File: src/rtl/operand_pkg.sv
// Shared types and sizing for the operand collector.
package operand_pkg;

  localparam int NUM_OPS = 4;
  localparam int IDX_W   = 2;

  typedef enum logic {
    COLLECT = 1'b0,
    PRESENT = 1'b1
  } op_state_t;

endpackage

File: src/rtl/operand_timeout.sv
// Idle counter that expires after TIMEOUT_CYCLES consecutive running cycles.
// Only instantiated when OPERAND_TIMEOUT_EN is defined.
module operand_timeout #(
  parameter int TIMEOUT_CYCLES = 255
) (
  input  logic clk,
  input  logic reset,
  input  logic run,
  input  logic clr,
  output logic expire
);

  localparam int              CNT_W = $clog2(TIMEOUT_CYCLES + 1);
  localparam logic [CNT_W-1:0] LAST = CNT_W'(TIMEOUT_CYCLES - 1);

  logic [CNT_W-1:0] r_count;

  // A clear in the expiring cycle wins, so no expiry is reported then.
  assign expire = run && !clr && (r_count == LAST);

  always_ff @(posedge clk) begin
    if (reset || clr || expire) begin
      r_count <= '0;
    end else if (run) begin
      r_count <= r_count + CNT_W'(1);
    end
  end

endmodule

File: src/rtl/operand_collector.sv
// Collects four WIDTH-bit operands from a byte stream and presents them in parallel.
// Define OPERAND_TIMEOUT_EN to discard partial sets after TIMEOUT_CYCLES idle cycles.
module operand_collector
  import operand_pkg::*;
#(
  parameter int WIDTH          = 8,
  parameter int TIMEOUT_CYCLES = 255
) (
  input  logic             clk,
  input  logic             reset,
  input  logic [WIDTH-1:0] in_data,
  input  logic             in_valid,
  output logic             in_ready,
  input  logic             flush,
  output logic [WIDTH-1:0] a,
  output logic [WIDTH-1:0] b,
  output logic [WIDTH-1:0] c,
  output logic [WIDTH-1:0] d,
  output logic             out_valid,
  input  logic             out_ready,
  output logic [2:0]       fill,
  output logic             err
);

  if (TIMEOUT_CYCLES < 1 || TIMEOUT_CYCLES > 65535) begin : g_bad_timeout
    $error("operand_collector: TIMEOUT_CYCLES must be in 1..65535");
  end

  op_state_t        r_state, w_state_next;
  logic [IDX_W-1:0] r_idx, w_idx_next;
  logic [WIDTH-1:0] r_ops [NUM_OPS];
  logic             r_in_ready, r_out_valid, r_err;
  logic             w_accept, w_expire;

  // Flush blocks the accept; ready is a registered copy of the state decode.
  assign w_accept  = r_in_ready && in_valid && !flush;

  assign in_ready  = r_in_ready;
  assign out_valid = r_out_valid;
  assign a         = r_ops[0];
  assign b         = r_ops[1];
  assign c         = r_ops[2];
  assign d         = r_ops[3];
  assign fill      = (r_state == PRESENT) ? 3'(NUM_OPS) : {1'b0, r_idx};
  assign err       = r_err;

`ifdef OPERAND_TIMEOUT_EN
  logic w_run;
  assign w_run = (r_state == COLLECT) && (r_idx != '0);

  operand_timeout #(
    .TIMEOUT_CYCLES(TIMEOUT_CYCLES)
  ) u_timeout (
    .clk   (clk),
    .reset (reset),
    .run   (w_run),
    .clr   (w_accept || flush),
    .expire(w_expire)
  );
`else
  assign w_expire = 1'b0;
`endif

  always_comb begin
    // NOTE: defaults first so every path assigns the next-state signals and no latch is inferred.
    w_state_next = r_state;
    w_idx_next   = r_idx;
    if (flush) begin
      w_state_next = COLLECT;
      w_idx_next   = '0;
    end else begin
      case (r_state)
        COLLECT: begin
          if (w_accept) begin
            if (r_idx == IDX_W'(NUM_OPS - 1)) begin
              w_state_next = PRESENT;
              w_idx_next   = '0;
            end else begin
              w_idx_next = r_idx + IDX_W'(1);
            end
          end else if (w_expire) begin
            w_idx_next = '0;
          end
        end
        PRESENT: begin
          if (out_ready) w_state_next = COLLECT;
        end
      endcase
    end
  end

  // NOTE: non-blocking assignments here so every register samples pre-edge values.
  always_ff @(posedge clk) begin
    if (reset) begin
      r_state     <= COLLECT;
      r_idx       <= '0;
      r_in_ready  <= 1'b0;
      r_out_valid <= 1'b0;
      r_err       <= 1'b0;
    end else begin
      r_state     <= w_state_next;
      r_idx       <= w_idx_next;
      r_in_ready  <= (w_state_next == COLLECT);
      r_out_valid <= (w_state_next == PRESENT);
      r_err       <= w_expire;
    end
  end

  // NOTE: the operand registers drive outputs directly, so reset clears them too.
  always_ff @(posedge clk) begin
    if (reset) begin
      for (int i = 0; i < NUM_OPS; i++) r_ops[i] <= '0;
    end else if (w_accept) begin
      r_ops[r_idx] <= in_data;
    end
  end

endmodule

File: config.mk
export PLATFORM = sky130hd
export DESIGN_NAME = operand_collector
export DESIGN_NICKNAME = d
export VERILOG_FILES = /design/src/rtl/operand_pkg.sv /design/src/rtl/operand_timeout.sv /design/src/rtl/operand_collector.sv
export SDC_FILE = /design/constraint.sdc
export NUM_CORES = 1
export LEC_CHECK = 0
export CAP_MARGIN = 30
export CORE_ASPECT_RATIO = 1.4
export CORE_MARGIN = 2
export CORE_UTILIZATION = 46
export CTS_CLUSTER_SIZE = 14
export DETAILED_ROUTE_END_ITERATION = 7
export MAX_ROUTING_LAYER = met4
export PLACE_DENSITY_LB_ADDON = 0.25
export SYNTH_ARGS = -nofsm -noshare
export SYNTH_HDL_FRONTEND = slang
export SYNTH_SLANG_ARGS = --single-unit
export TNS_END_PERCENT = 5
File: constraint.sdc
create_clock -name clk -period 2.1 [get_ports clk]
set_input_delay 0.42 -clock clk [delete_from_list [all_inputs] [get_ports clk]]
set_output_delay 0.42 -clock clk [all_outputs]
set_load 0.02 [all_outputs]
# After elaboration in Yosys (flattened, before gate mapping)
# Memory sizes are Yosys's and may differ from the RTL's.
# Index checks and enable logic that the tools add are counted.
dict set report totals {
  register_bits 4
  latch_bits 0
  ramBits 32
  romBits 0
  in_bits 13
  wordCells 29
  n_memories 1
}
dict set report op_classes {
  addsub 1
  n_mul 0
  n_div 0
  order_cmp 0
  eq_ne 1
  shift 0
  n_mux 15
  n_bitwise 2
  reduce_logical 6
}
# name words word_bits rd rd_clocked_by_memory_dff write_ports line
set mem_list {}
lappend mem_list {r_ops 4 8 4 0 4 operand_collector.sv:31} ;# logic [WIDTH-1:0] r_ops [NUM_OPS];
# cell n
set op_table {}
lappend op_table {{$mux W1} 10}
lappend op_table {{$mux W8} 1}
lappend op_table {{$reduce_or A8 Y1} 1}
lappend op_table {{$mux W2} 2}
lappend op_table {{$mux W3} 1}
lappend op_table {{$add A2 B1 Y2 const B} 1}
lappend op_table {{$eq A2 B2 Y1 const B} 1}
lappend op_table {{$logic_and A1 B1 Y1} 2}
lappend op_table {{$not A1 Y1} 2}
lappend op_table {{$pmux W1 S2} 1}
lappend op_table {{$reduce_and A2 Y1} 1}
lappend op_table {{$reduce_or A2 Y1} 1}
lappend op_table {{$logic_not A1 Y1} 1}

# Longest topological paths before layout
dict set report depth {
  ltp_word 7
  depth_mapped 5
}

# Worst setup path before layout
# OpenSTA, ideal clock, no wires.
dict set report synth_path {
  path_kind {input -> register}
  start {in flush}
  end {mem r_ops[2][0], enable pin}
  arrival_time_ns 1.452
  required_ns 1.725
  slack_ns 0.274
  path_stages 5
  path_buffers 3
  path_cell_list {buf_6 > nand4bb_4 > buf_6 > buf_6 > o21bai_1}
}
# item line
set synth_rtl {}
lappend synth_rtl {{start: declaration} operand_collector.sv:14} ;# input logic flush,
lappend synth_rtl {{end: declaration} operand_collector.sv:31}

# Worst setup path after layout
dict set report layout_path {
  start {reg r_idx[0]}
  end {out fill[0]}
}
dict set report layout_via {
  elab_chain_cells 1
}
# item line
set layout_lines {}
lappend layout_lines {{start: declaration} operand_collector.sv:30} ;# logic [IDX_W-1:0] r_idx, w_idx_next;
lappend layout_lines {{start signal: assignment} operand_collector.sv:102} ;# r_idx <= w_idx_next;
lappend layout_lines {{$mux W3} operand_collector.sv:44} ;# assign fill = (r_state == PRESENT) ? 3'(NUM_OPS) : {1'b0, r_idx};
lappend layout_lines {{end: declaration} operand_collector.sv:21} ;# output logic [2:0] fill,
# No other way between the ends.

==> results.toml <==
[critical_path]
start_kind = "flop"
end_kind = "output pin"
cp_max_fo = 8
critical_path_class = "flop to output pin"
crit_required_ns = 1.68
arrival_ns = 1.53

[timing]
drv_slew = 0
rsz0062_at_grt = "no"
finClkSkew_ns = 0.003359
setup_ws_ns = 0.1543
fin_crit_ns = 1.946
finalSetupViolations = 0
fin_crit_sh_pct = 92.65
whs_ns = 0.7589
finalHoldViolCount = 0
fin_tns_setup_ns = 0
fmax_mhz = 514.0

[power]
switching_share_pct = 22.45
power.switching_uw = 322.2
ir_drop_v = 0.0004675
clockPowerShare_pct = 30.7
power_density_mw_per_mm2 = 650.5
power.leakage_nw = 0.7730
power_frac_comb_pct = 12.6
p_int_mw = 1.113
seq_power_share_pct = 56.7

[yosys]
synth-main-ff-cell = "edfxtp_1"
yosysWarnings = 0
yosys_register_bits = 36
muxShareOfSynthArea_pct = 1.392
synthSimpleGateAreaFrac_pct = 22.97
syn_area_mm2 = 0.001618
synth_xor_area_share_pct = 0
synth-compound-area-share_pct = 2.862
synth.distinct_cells = 26
synthArstFlopShare_pct = 0
synth_fa_ha_area_share_pct = 0.7734
seq_area_frac_synth_pct = 64.35
synth-edff-count = 32
synth_top_family_by_area = "simple AND/OR/NAND/NOR gates"
synth_cells = 112
synth_nets = 126
syn_area_per_cell_um2 = 14.44

[clock_network]
post_cts_buffers = 0
cts_tree = "done"
clkSinkCount = 36
cts_max_level = 2
cts_resized = 0
cts_hold_buffers = 0
cts.reportedPaths.clkPinSlew_ns = 0.06
cts.path.max_buffers = 2
cts_root_buf = "clkbuf_8"
numCtsBuffers = 5
insertion_delay_ns = 0.28

[outcome]
outcome = "finished, final reports clean"

[global_routing]
grt_overflow_total = 0
grt_pass1_wl_um = 4933
grt_antenna_before_repair = 0
grt_pass1_vias = 1013
grt.total_usage_pct = 19.08
grt_max_degree = 17

[placement]
routabilityCongestion = 0.7769
dpl_cell_area_mm2 = 0.002128
pre_cts_slack_ns = 0.2213
portBuffers = 49
dp_hpwl_um = 2505

[finish]
fin_nets = 179
fillers = 274
drive_gt1_share_pct = 23.64
area_growth_pct = 36.35
n_antenna_cell = 0
stdcell_area_mm2 = 0.002206

[drt]
first_pass_iters = 4
drc = 0
num_vias = 1062
routedWlPerCell_um = 15.52
vias_per_cell = 5.180
first_iter_violations = 21
ant_nets = 0
routed_wl_um = 3182

[floorplanning]
rows = 25
core-area_mm2 = 0.003378
floorplan.initialDensity_pct = 47.89
die-area_mm2 = 0.004014
chipHeight_um = 74.17
die_w_um = 54.12
num_io_pins = 51

[job]
max-cap-violations = 0

[hold_path]
worstHoldPathType = "flop to flop"
-- power by group through the flow --
stage / logic, mW / clock network (mW) / registers [mW]
6_report: 0.181 / 0.440 / 0.814
5_1_grt: 0.192 / 0.477 / 0.816
4_1_cts: 0.182 / 0.447 / 0.814
3_5_place_dp: 0.182 / 0 / 0.830
3_3_place_gp: 0.176 / 0 / 0.828
2_1_floorplan: 0.0554 / 0 / 0.864
-- state kept, by name, summed over array words and instances (netlist names) --
signal,cells
in_ready,1
out_valid,1
r_idx,2
r_ops,32
-- final cells by class --
cell class	instances	area [um2]	area share (%)
clock buffer	6	72.57	3.290
inverter	8	30.03	1.361
clock inverter	1	5.005	0.2269
tap	40	50.05	2.269
multi-input combinational	57	456.7	20.70
sequential	36	1041	47.19
timing repair buffer	57	550.5	24.96
-- per-stage QoR --
step | std cells | power, mW | util (%)
2_1_floorplan | 112 | 0.9196 | -
3_3_place_gp | 198 | 1.004 | 63.00
3_5_place_dp | 198 | 1.011 | 63.00
4_1_cts | 205 | 1.444 | 65.30
5_1_grt | 205 | 1.485 | 65.30
6_report | 205 | 1.435 | 65.30
-- Yosys cell counts (2+ instances only) --
master | instances | area share (%)
edfxtp_1 | 32 | 59
nor3_2 | 19 | 12
nor2_1 | 9 | 2.1
inv_1 | 8 | 1.9
buf_6 | 5 | 3.5
nor3_1 | 5 | 1.5
dfxtp_1 | 4 | 4.9
nor3b_1 | 4 | 1.9
o21bai_1 | 4 | 1.9
buf_4 | 2 | 0.93
clkbuf_2 | 2 | 0.62
mux2_2 | 2 | 1.4
nand2b_1 | 2 | 0.77
nor2b_1 | 2 | 0.77
-- per-layer routing --
layer	track usage [%]	wire, um	vias up
li1	-	-	501
met1	16.94	1064	499
met2	32.66	1747	49
met3	6.024	201	13
met4	13.33	168	0
met5	-	0	-
-- path summary, 6_finish.rpt --
check / startpoint / endpoint / slack (ns) / cells past startpoint
hold reg to reg: in_ready$_SDFF_PP0_ / r_ops[3][0]$_DFFE_PP_ / 0.76 / 2
setup / recovery: r_idx[0]$_SDFFE_PP0P_ / fill[0] / 0.15 / 2
hold / removal: in_ready$_SDFF_PP0_ / r_ops[3][0]$_DFFE_PP_ / 0.76 / 2
setup reg to reg: r_idx[0]$_SDFFE_PP0P_ / r_ops[0][5]$_SDFFCE_PN0P_ / 0.65 / 3
-- logic make-up after synthesis --
kind of cell	after synthesis
flops	36
compound gates	6
mux	2
buf+inv	19
simple gates	47
fa+ha+maj	1
other cells	1
-- worst max-delay path, stage by stage (launching register included) --
cell,delay (ns)
dfxtp_1,0.45
nor2b_1,0.17
clkdlybuf4s50_1,0.62
-- cell usage in the layout, fill, tap and decap left out, types with 2 or more instances in the layout --
| master | Yosys | routed |
|---|---|---|
| buf_4 | 2 | 8 |
| clkbuf_8 | 0 | 5 |
| clkdlybuf4s50_1 | 0 | 49 |
| dfxtp_1 | 4 | 4 |
| edfxtp_1 | 32 | 32 |
| inv_1 | 8 | 8 |
| mux2_2 | 2 | 2 |
| nand2b_1 | 2 | 2 |
| nor2_1 | 9 | 9 |
| nor2b_1 | 2 | 2 |
| nor3_1 | 5 | 5 |
| nor3_2 | 19 | 19 |
| nor3b_1 | 4 | 4 |
| o21bai_1 | 4 | 4 |
(Power assumes the default switching activity.)
